==> config.mk <==
export PLATFORM = sky130hd
export DESIGN_NAME = fetch_unit
export DESIGN_NICKNAME = d
export VERILOG_FILES = /design/src/rtl/fetch_unit.sv
export SDC_FILE = /design/constraint.sdc
export NUM_CORES = 1
export LEC_CHECK = 0
export CORE_UTILIZATION = 45
export DETAILED_ROUTE_END_ITERATION = 12
export PLACE_DENSITY = 0.83
export SKIP_LAST_GASP = 1
export SYNTH_ARGS = -nofsm -noshare
export SYNTH_HDL_FRONTEND = slang
export SYNTH_SLANG_ARGS = --single-unit
==> constraint.sdc <==
create_clock -name clk -period 2.17 [get_ports clk]
set_input_delay 0.651 -clock clk [delete_from_list [all_inputs] [get_ports clk]]
set_output_delay 0.651 -clock clk [all_outputs]
set_load 0.01 [all_outputs]
==> src/rtl/fetch_unit.sv <==
// ---------------------------------------------------------------------------
// fetch_unit
// Program counter and fetch stage sitting in front of the 1024 x 9-bit
// instruction ROM.
//
// The ROM is asynchronous. It takes imem_addr and returns imem_instr in the
// same cycle. On each rising edge the fetch register captures that word and
// holds it for the decoder.
//
// Ports:
//   clk            in   system clock, rising edge
//   rst_n          in   asynchronous active-low reset
//   start          in   one-cycle pulse, (re)starts execution at RESET_PC
//   stall          in   decoder busy, hold PC and fetch register
//   branch_taken   in   redirect request from execute
//   branch_target  in   absolute redirect address
//   imem_addr      out  ROM address (always equal to the PC register)
//   imem_instr     in   ROM data for imem_addr
//   instr_out      out  registered instruction for the decoder
//   instr_pc       out  address instr_out was fetched from
//   instr_valid    out  instr_out is a live instruction
//   done           out  high while halted
//   fetch_count    out  saturating count of loaded instructions
//                       (only present when FETCH_PERF_CNT_EN is defined)
//
// Optional feature macro: FETCH_PERF_CNT_EN
// ---------------------------------------------------------------------------
module fetch_unit #(
    parameter int                   PC_W       = 10,
    parameter int                   INSTR_W    = 9,
    parameter logic [PC_W-1:0]      RESET_PC   = '0,
    parameter logic [INSTR_W-1:0]   HALT_INSTR = '1,
    parameter logic [INSTR_W-1:0]   NOP_INSTR  = '0
) (
    input  logic                clk,
    input  logic                rst_n,
    input  logic                start,
    input  logic                stall,
    input  logic                branch_taken,
    input  logic [PC_W-1:0]     branch_target,
    output logic [PC_W-1:0]     imem_addr,
    input  logic [INSTR_W-1:0]  imem_instr,
    output logic [INSTR_W-1:0]  instr_out,
    output logic [PC_W-1:0]     instr_pc,
    output logic                instr_valid,
    output logic                done
`ifdef FETCH_PERF_CNT_EN
    ,
    output logic [15:0]         fetch_count
`endif
);

    typedef enum logic [1:0] {
        ST_IDLE,
        ST_RUN,
        ST_HALTED
    } state_t;

    state_t               state;
    state_t               state_nxt;
    logic [PC_W-1:0]      pc;
    logic [PC_W-1:0]      pc_nxt;
    logic [INSTR_W-1:0]   out_nxt;
    logic [PC_W-1:0]      opc_nxt;
    logic                 valid_nxt;
    logic                 done_nxt;

    // The ROM is addressed straight from the PC register. No adder or mux
    // sits on this path, so the ROM gets the whole cycle.
    assign imem_addr = pc;

    // State register and fetch register.
    // Everything returns to its reset value as soon as rst_n falls. Release
    // of rst_n is expected to be synchronised upstream.
    always_ff @(posedge clk or negedge rst_n) begin
        if (!rst_n) begin
            state       <= ST_IDLE;
            pc          <= RESET_PC;
            instr_out   <= NOP_INSTR;
            instr_pc    <= '0;
            instr_valid <= 1'b0;
            done        <= 1'b0;
        end else begin
            state       <= state_nxt;
            pc          <= pc_nxt;
            instr_out   <= out_nxt;
            instr_pc    <= opc_nxt;
            instr_valid <= valid_nxt;
            done        <= done_nxt;
        end
    end

    // Next-state and next-datapath logic.
    // Every register holds by default, which also covers a stall.
    // A start pulse is checked before anything else, in any state. It
    // restarts from RESET_PC and drops whatever is in flight.
    // In RUN, a taken branch beats a stall. The fetch already in flight is
    // wrong-path, so it is replaced by a NOP bubble.
    // When the halt word is fetched it is still delivered as a valid
    // instruction. The PC is frozen on it and the unit parks in HALTED.
    // In HALTED the halt word stays valid for as long as the decoder
    // stalls, so the decoder is guaranteed to see it.
    always_comb begin
        state_nxt = state;
        pc_nxt    = pc;
        out_nxt   = instr_out;
        opc_nxt   = instr_pc;
        valid_nxt = instr_valid;
        done_nxt  = done;

        if (start) begin
            state_nxt = ST_RUN;
            pc_nxt    = RESET_PC;
            out_nxt   = NOP_INSTR;
            valid_nxt = 1'b0;
            done_nxt  = 1'b0;
        end else begin
            case (state)
                ST_IDLE: begin
                    valid_nxt = 1'b0;
                end
                ST_RUN: begin
                    if (branch_taken) begin
                        pc_nxt    = branch_target;
                        out_nxt   = NOP_INSTR;
                        valid_nxt = 1'b0;
                    end else if (!stall) begin
                        out_nxt   = imem_instr;
                        opc_nxt   = pc;
                        valid_nxt = 1'b1;
                        if (imem_instr == HALT_INSTR) begin
                            state_nxt = ST_HALTED;
                            done_nxt  = 1'b1;
                        end else begin
                            pc_nxt = pc + PC_W'(1);
                        end
                    end
                end
                ST_HALTED: begin
                    if (!stall) begin
                        valid_nxt = 1'b0;
                    end
                end
                default: begin
                    state_nxt = ST_IDLE;
                end
            endcase
        end
    end

`ifdef FETCH_PERF_CNT_EN
    logic load;

    // A new instruction is loaded only by the plain fetch path in RUN.
    // Restarts, flushes and stalls do not count. The halt word does count.
    assign load = (state == ST_RUN) && !start && !branch_taken && !stall;

    // Performance counter.
    // It saturates instead of wrapping, so a long run never reads back as a
    // small number. Any accepted start clears it.
    always_ff @(posedge clk or negedge rst_n) begin
        if (!rst_n) begin
            fetch_count <= '0;
        end else if (start) begin
            fetch_count <= '0;
        end else if (load && (fetch_count != 16'hFFFF)) begin
            fetch_count <= fetch_count + 16'd1;
        end
    end
`endif

endmodule

Word-level counts from Yosys, hierarchy flattened
Cells that the tools add are included.
- bitwise operators: 3
- reductions and logical operators: 11
- muxes and demuxes: 24
- equal/unequal tests: 13
- $add $sub $neg: 1
- operators with widths (operator ; count):
    two-way mux 10 bit ; 5
    two-way mux 9 bit ; 4
    inequality test 3 bit (second input constant) ; 5
    AND reduction 4 bit ; 3
    adder 10 x 1 -> 10 bit (second input constant) ; 1
    == test 9 bit (second input constant) ; 1
    two-way mux 1 bit ; 9
    two-way mux 2 bit ; 4
    AND reduction 3 bit ; 2
    inequality test 2 bit (second input constant) ; 2
    inequality test 4 bit (second input constant) ; 1
    case mux 2 bit (2 select lines) ; 1
    nonzero test 2 bit ; 2
    nonzero test 4 bit ; 1
    inequality test 3 x 2 -> 1 bit (second input constant) ; 1
    NOT 1 bit ; 3
    case mux 1 bit (3 select lines) ; 1
    == test 2 x 1 -> 1 bit (second input constant) ; 1
    == test 2 bit (second input constant) ; 1
    zero test 2 bit ; 1
    inequality test 2 x 1 -> 1 bit (second input constant) ; 1
    AND reduction 2 bit ; 1
    OR reduction 2 bit ; 1
- bits of input ports: 24
- flip-flop bits (word level): 33
- logic and storage cells: 58
- output and inout port bits: 31

Logic depth before layout (Yosys ltp)
- word-level depth: 6
- gate-level depth with buffers: 6
- mapped depth without buffers: 5

Worst setup path before layout
No wires, ideal clock.
- path kind: input-to-reg
- start point: input branch_taken
- end point: register instr_pc[0]
- buffers on the path: 2
- library setup time: 0.125 ns
- setup slack: 0.302 ns
- cell stages on the path: 4
- required time: 2.045 ns
- arrival time: 1.743 ns
- cell sequence: buf_4 > or4_4 > buf_6 > mux2_4
- longest elaborated chain between the ends: 2
- ends and longest elaborated chain (item ; line ; RTL):
    start, declared ; 39 ; input logic branch_taken,
    NOT 1 bit (no line) ; n/a ;
    AND reduction 4 bit (no line) ; n/a ;
    end signal, assigned ; 87 ; instr_pc <= opc_nxt;
    end, declared ; 44 ; output logic [PC_W-1:0] instr_pc,
Every way passes these cells.
A chain may end at the register's enable or synchronous reset.

Final worst setup path
- start point: input branch_taken
- end point: register pc[9] (netlist: imem_addr[9])
- longest elaborated chain between the ends: 3
- elaborated cells between the ends (all ways): 6
- those cells by class: eq/ne (2); mux (3); reduce/logical (1)
- ends and longest elaborated chain (item ; line ; RTL):
    two-way mux 10 bit ; 123 ; if (branch_taken) begin
    two-way mux 10 bit ; 118 ; case (state)
    two-way mux 10 bit ; 111 ; if (start) begin
    end signal, assigned ; 85 ; pc <= pc_nxt;
    end, declared ; 61 ; logic [PC_W-1:0] pc;
Several ways; a longest one is shown, not always the timed one. The select of a mux whose other input is x is not followed.

==> flow_summary.html <==
<table>
<tr><th>Metric</th><th>Value</th></tr>
<tr><th colspan="2">Timing</th></tr>
<tr><td>Slew Limit Fails</td><td>0</td></tr>
<tr><td>Total Negative Setup Slacks</td><td>0 ns</td></tr>
<tr><td>Unrepaired setup endpoints after global routing</td><td>no</td></tr>
<tr><td>Post-route fraction of the period consumed by the critical path</td><td>0.9587</td></tr>
<tr><td>Fmax</td><td>480.7 MHz</td></tr>
<tr><td>Worst-margin pin slew</td><td>0.4152 ns</td></tr>
<tr><td>Max_slew headroom</td><td>0.7232</td></tr>
<tr><td>Worst Setup Slack, final</td><td>0.08952 ns</td></tr>
<tr><td>Min Tclk post-route</td><td>2.080 ns</td></tr>
<tr><td>Clock Skew</td><td>0.005152 ns</td></tr>
<tr><td>Final setup violation count</td><td>0</td></tr>
<tr><td>Final Hold Viols</td><td>0</td></tr>
<tr><th colspan="2">Finish</th></tr>
<tr><td>Final antenna diode count</td><td>0</td></tr>
<tr><td>Share of the core filled with cells in the final layout</td><td>0.6912</td></tr>
<tr><td>Share of layout cells above drive strength 1</td><td>0.1519</td></tr>
<tr><td>FILL cells</td><td>281</td></tr>
<tr><td>Fin area</td><td>0.002397 sq mm</td></tr>
<tr><td>Nets</td><td>263</td></tr>
<tr><td>Synthesis-to-layout area growth</td><td>42.35%</td></tr>
<tr><th colspan="2">Setup path</th></tr>
<tr><td>Critical path launch point</td><td>branch_taken</td></tr>
<tr><td>List of cells traversed by the critical path</td><td>clkdlybuf4s50_1 -&gt; nand4b_1 -&gt; or3_4 -&gt; o21a_1 -&gt; buf_4 -&gt; o32ai_1</td></tr>
<tr><td>Crit Path Category</td><td>primary input to register</td></tr>
<tr><td>Top Family by Delay on Critical Path</td><td>buffers and inverters</td></tr>
<tr><td>Start of the worst register-to-register path</td><td>imem_addr[2]$_DFFE_PN0P_</td></tr>
<tr><td>Critical Path Source Type</td><td>primary input</td></tr>
<tr><td>Master of the slowest instance on the critical path</td><td>sky130_fd_sc_hd__clkdlybuf4s50_1</td></tr>
<tr><td>Critical path fanouts, max</td><td>7</td></tr>
<tr><td>Data arrival time of the worst path</td><td>2.25 ns</td></tr>
<tr><td>Register-to-register setup slack</td><td>0.51 ns</td></tr>
<tr><td>Capturing point of the worst reg2reg path</td><td>imem_addr[9]$_DFFE_PN0P_</td></tr>
<tr><td>FF-to-FF path depth</td><td>4</td></tr>
<tr><td>Total number of cells along the worst setup path</td><td>6</td></tr>
<tr><td>Endpoint required time on the critical path</td><td>2.34 ns</td></tr>
<tr><td>Worst path buffer plus inverter count</td><td>2</td></tr>
<tr><td>Kind of end point of the critical path</td><td>register</td></tr>
<tr><td>Largest stage delay on the critical path</td><td>0.44 ns</td></tr>
<tr><th colspan="2">Logic synthesis</th></tr>
<tr><td>Leading register cell type out of synthesis</td><td>sky130_fd_sc_hd__dfrtp_1</td></tr>
<tr><td>Area fraction of the dominant cell type after synthesis</td><td>0.4903</td></tr>
<tr><td>Count leader, synth</td><td>sky130_fd_sc_hd__dfrtp_1</td></tr>
<tr><td>Post-synthesis average cell area</td><td>9.791 sq um</td></tr>
<tr><td>Sequential element share of the synthesized area</td><td>0.4903</td></tr>
<tr><td>Async SR Flop Fraction</td><td>1.000</td></tr>
<tr><td>Netlist cell types</td><td>36</td></tr>
<tr><td>Cell types occupying the most area after synthesis</td><td>sky130_fd_sc_hd__dfrtp_1 49%, sky130_fd_sc_hd__inv_1 4.2%, sky130_fd_sc_hd__nand3_1 4.2%</td></tr>
<tr><td>Count of warnings emitted by yosys</td><td>0</td></tr>
<tr><td>Cell types with the highest counts after synthesis</td><td>33 x sky130_fd_sc_hd__dfrtp_1, 19 x sky130_fd_sc_hd__inv_1, 14 x sky130_fd_sc_hd__nand2_1, 14 x sky130_fd_sc_hd__nand3_1, 12 x sky130_fd_sc_hd__nor3_1</td></tr>
<tr><td>Yosys reg bits</td><td>33</td></tr>
<tr><td>Number of synthesized flops with an enable pin</td><td>0</td></tr>
<tr><td>Mapped Area</td><td>0.001684 sq mm</td></tr>
<tr><td>Synth area leader</td><td>sky130_fd_sc_hd__dfrtp_1</td></tr>
<tr><td>Post-Syn Nets</td><td>197</td></tr>
<tr><td>Cells after synthesis</td><td>172</td></tr>
<tr><th colspan="2">Worst hold path</th></tr>
<tr><td>Worst Hold Endpoint</td><td>instr_pc[5]$_DFFE_PN0P_</td></tr>
<tr><td>Launch point of the worst hold path</td><td>instr_pc[5]$_DFFE_PN0P_</td></tr>
<tr><td>Cells on Worst Hold Path</td><td>2</td></tr>
<tr><td>Hold Path Class</td><td>register to register</td></tr>
<tr><th colspan="2">GRT</th></tr>
<tr><td>Pin count of the biggest net entering global routing</td><td>34</td></tr>
<tr><td>Overall track demand over capacity in global routing</td><td>0.2126</td></tr>
<tr><td>Antenna violations before repair</td><td>0</td></tr>
<tr><td>Via count of the first global-routing pass</td><td>1445</td></tr>
<tr><td>Total gr overflow</td><td>0</td></tr>
<tr><td>Global-route wire length before repair</td><td>6513 microns</td></tr>
<tr><th colspan="2">Clock tree</th></tr>
<tr><td>Buffer count from post-CTS setup fixing</td><td>0</td></tr>
<tr><td>Total clock sinks</td><td>33</td></tr>
<tr><td>Cts repair resizes</td><td>0</td></tr>
<tr><td>H-tree level count</td><td>2</td></tr>
<tr><td>Number of buffers between clock root and the deepest sink</td><td>2</td></tr>
<tr><td>Total clock buffers created by CTS</td><td>5</td></tr>
<tr><td>Clock latency on the worst-skew pair</td><td>0.28 ns</td></tr>
<tr><td>Cell at the root of the clock tree</td><td>sky130_fd_sc_hd__clkbuf_8</td></tr>
<tr><td>Clock tree from TritonCTS</td><td>done</td></tr>
<tr><td>Clock-pin slew of the registers on the worst-case setup and hold paths</td><td>0.07 ns</td></tr>
<tr><td>CTS Hold Buffers Added</td><td>0</td></tr>
<tr><th colspan="2">Detailed routing</th></tr>
<tr><td>Iteration-0 DRC Markers</td><td>131</td></tr>
<tr><td>Total number of vias</td><td>1493</td></tr>
<tr><td>Wire per inst</td><td>13.58 microns</td></tr>
<tr><td>Total Routed Length</td><td>3843 microns</td></tr>
<tr><td>DRC viols</td><td>0</td></tr>
<tr><td>Drt pass-1 iters</td><td>4</td></tr>
<tr><td>Antenna-violating nets left</td><td>0</td></tr>
<tr><td>Detail-routed via count per cell</td><td>5.276</td></tr>
<tr><th colspan="2">Floorplanning</th></tr>
<tr><td>Total I/O pin count</td><td>55</td></tr>
<tr><td>Horiz. Die Dim</td><td>63.18 microns</td></tr>
<tr><td>Initial Utilization</td><td>0.4856</td></tr>
<tr><td>Core area</td><td>0.003468 sq mm</td></tr>
<tr><td>Floorplan die area</td><td>0.003991 sq mm</td></tr>
<tr><td>Height of the chip</td><td>63.18 microns</td></tr>
<tr><td>Row count</td><td>21</td></tr>
<tr><th colspan="2">Power and ir drop</th></tr>
<tr><td>Highest ir drop seen on vdd</td><td>0.0003510 V</td></tr>
<tr><td>Total power divided by cell area</td><td>616.7 mW/mm^2</td></tr>
<tr><td>LEAKAGE</td><td>0.9956 nW</td></tr>
<tr><td>Power after layout</td><td>1.478 mW</td></tr>
<tr><th colspan="2">Place</th></tr>
<tr><td>Worst setup timing slack at the placement stage</td><td>-0.1929 ns</td></tr>
<tr><td>Routability-driven placement congestion ratio</td><td>0.8357</td></tr>
<tr><td>Placed wire-length estimate after detailed placement</td><td>2810 microns</td></tr>
<tr><td>Cell Area, Placed</td><td>0.002323 sq mm</td></tr>
<tr><td>Count of input and output buffers</td><td>54</td></tr>
<tr><th colspan="2">Run</th></tr>
<tr><td>Max Cap Violations</td><td>0</td></tr>
<tr><th colspan="2">Outcome</th></tr>
<tr><td>Outcome</td><td>complete, no violations</td></tr>
</table>
-- placed cells by master, fill, tap and decap left out, types with 2 or more instances in the layout --
cell type / instances
sky130_fd_sc_hd__o21a_1: 5
sky130_fd_sc_hd__mux2i_1: 3
sky130_fd_sc_hd__nor3_1: 12
sky130_fd_sc_hd__a21oi_1: 3
sky130_fd_sc_hd__nand4_1: 3
sky130_fd_sc_hd__nand3_1: 14
sky130_fd_sc_hd__buf_4: 13
sky130_fd_sc_hd__o21ai_0: 10
sky130_fd_sc_hd__clkdlybuf4s50_1: 54
sky130_fd_sc_hd__nor2_1: 6
sky130_fd_sc_hd__o21ai_2: 8
sky130_fd_sc_hd__o32ai_1: 5
sky130_fd_sc_hd__mux2_4: 4
sky130_fd_sc_hd__nand2_1: 14
sky130_fd_sc_hd__dfrtp_1: 33
sky130_fd_sc_hd__inv_1: 19
sky130_fd_sc_hd__nor2b_1: 5
sky130_fd_sc_hd__clkbuf_8: 5
sky130_fd_sc_hd__xnor2_1: 2
sky130_fd_sc_hd__o22ai_1: 2
-- area by class of cell --
cell class	instances	area (sq um)	share of cell area
clock inverters	1	5.005	0.002088
well taps	46	57.56	0.02401
repair buffers	67	638.1	0.2662
flip-flops and latches	33	825.8	0.3445
clock buffers	5	68.82	0.02871
multi-input cells	112	730.7	0.3048
inverters	19	71.32	0.02975
-- flip-flops by register name, summed over array words and instances, names as in the netlist --
| name | count |
|---|---|
| imem_addr | 10 |
| instr_pc | 10 |
| instr_out | 9 |
| state | 2 |
| done | 1 |
| instr_valid | 1 |
-- stage by stage --
stage / instances / hold WS (ns)
4_1_cts: 283 / 0.4789
2_1_floorplan: 172 / 0.3554
3_5_place_dp: 277 / 0.4647
6_report: 283 / 0.4762
5_1_grt: 283 / 0.5115
3_3_place_gp: 277 / 0.4621
-- cell families (layout without fill, tap and decap cells) --
group	count (synthesis)	after routing	synth area share
buf+inv	27	92	0.07578
flops	33	33	0.4903
xor+xnor	2	2	0.01040
simple gates	62	62	0.1909
mux	7	7	0.05349
compound gates	40	40	0.1716
fa+ha+maj	1	1	0.007428
-- worst max path at each step --
stage / endpoint
2_1_floorplan: instr_pc[0]$_DFFE_PN0P_
3_3_place_gp: imem_addr[0]$_DFFE_PN0P_
3_5_place_dp: imem_addr[9]$_DFFE_PN0P_
4_1_cts: imem_addr[9]$_DFFE_PN0P_
5_1_grt: imem_addr[9]$_DFFE_PN0P_
6_report: imem_addr[9]$_DFFE_PN0P_
-- worst register-to-register path, cell delays in order (launching register included) --
cell and delay, ns:
sky130_fd_sc_hd__dfrtp_1 0.48, sky130_fd_sc_hd__nand4_1 0.33, sky130_fd_sc_hd__nor4_1 0.35, sky130_fd_sc_hd__nor3_1 0.08, sky130_fd_sc_hd__o32ai_1 0.31
-- where the power goes --
part	total, mW	switching (mW)	leakage, nW	internal, mW
Sequential	0.715	0.0478	0.436	0.667
Combinational	0.343	0.142	0.519	0.201
Clock	0.420	0.210	0.0399	0.211
-- per-layer routing --
metal,vias up,routed length (microns),track usage
met5,-,0,0
met4,0,69,0.1023
met3,10,178,0.05254
met2,52,1838,0.3226
met1,703,1757,0.2832
li1,728,-,-
Note: power is estimated with default switching activity, not from simulation.
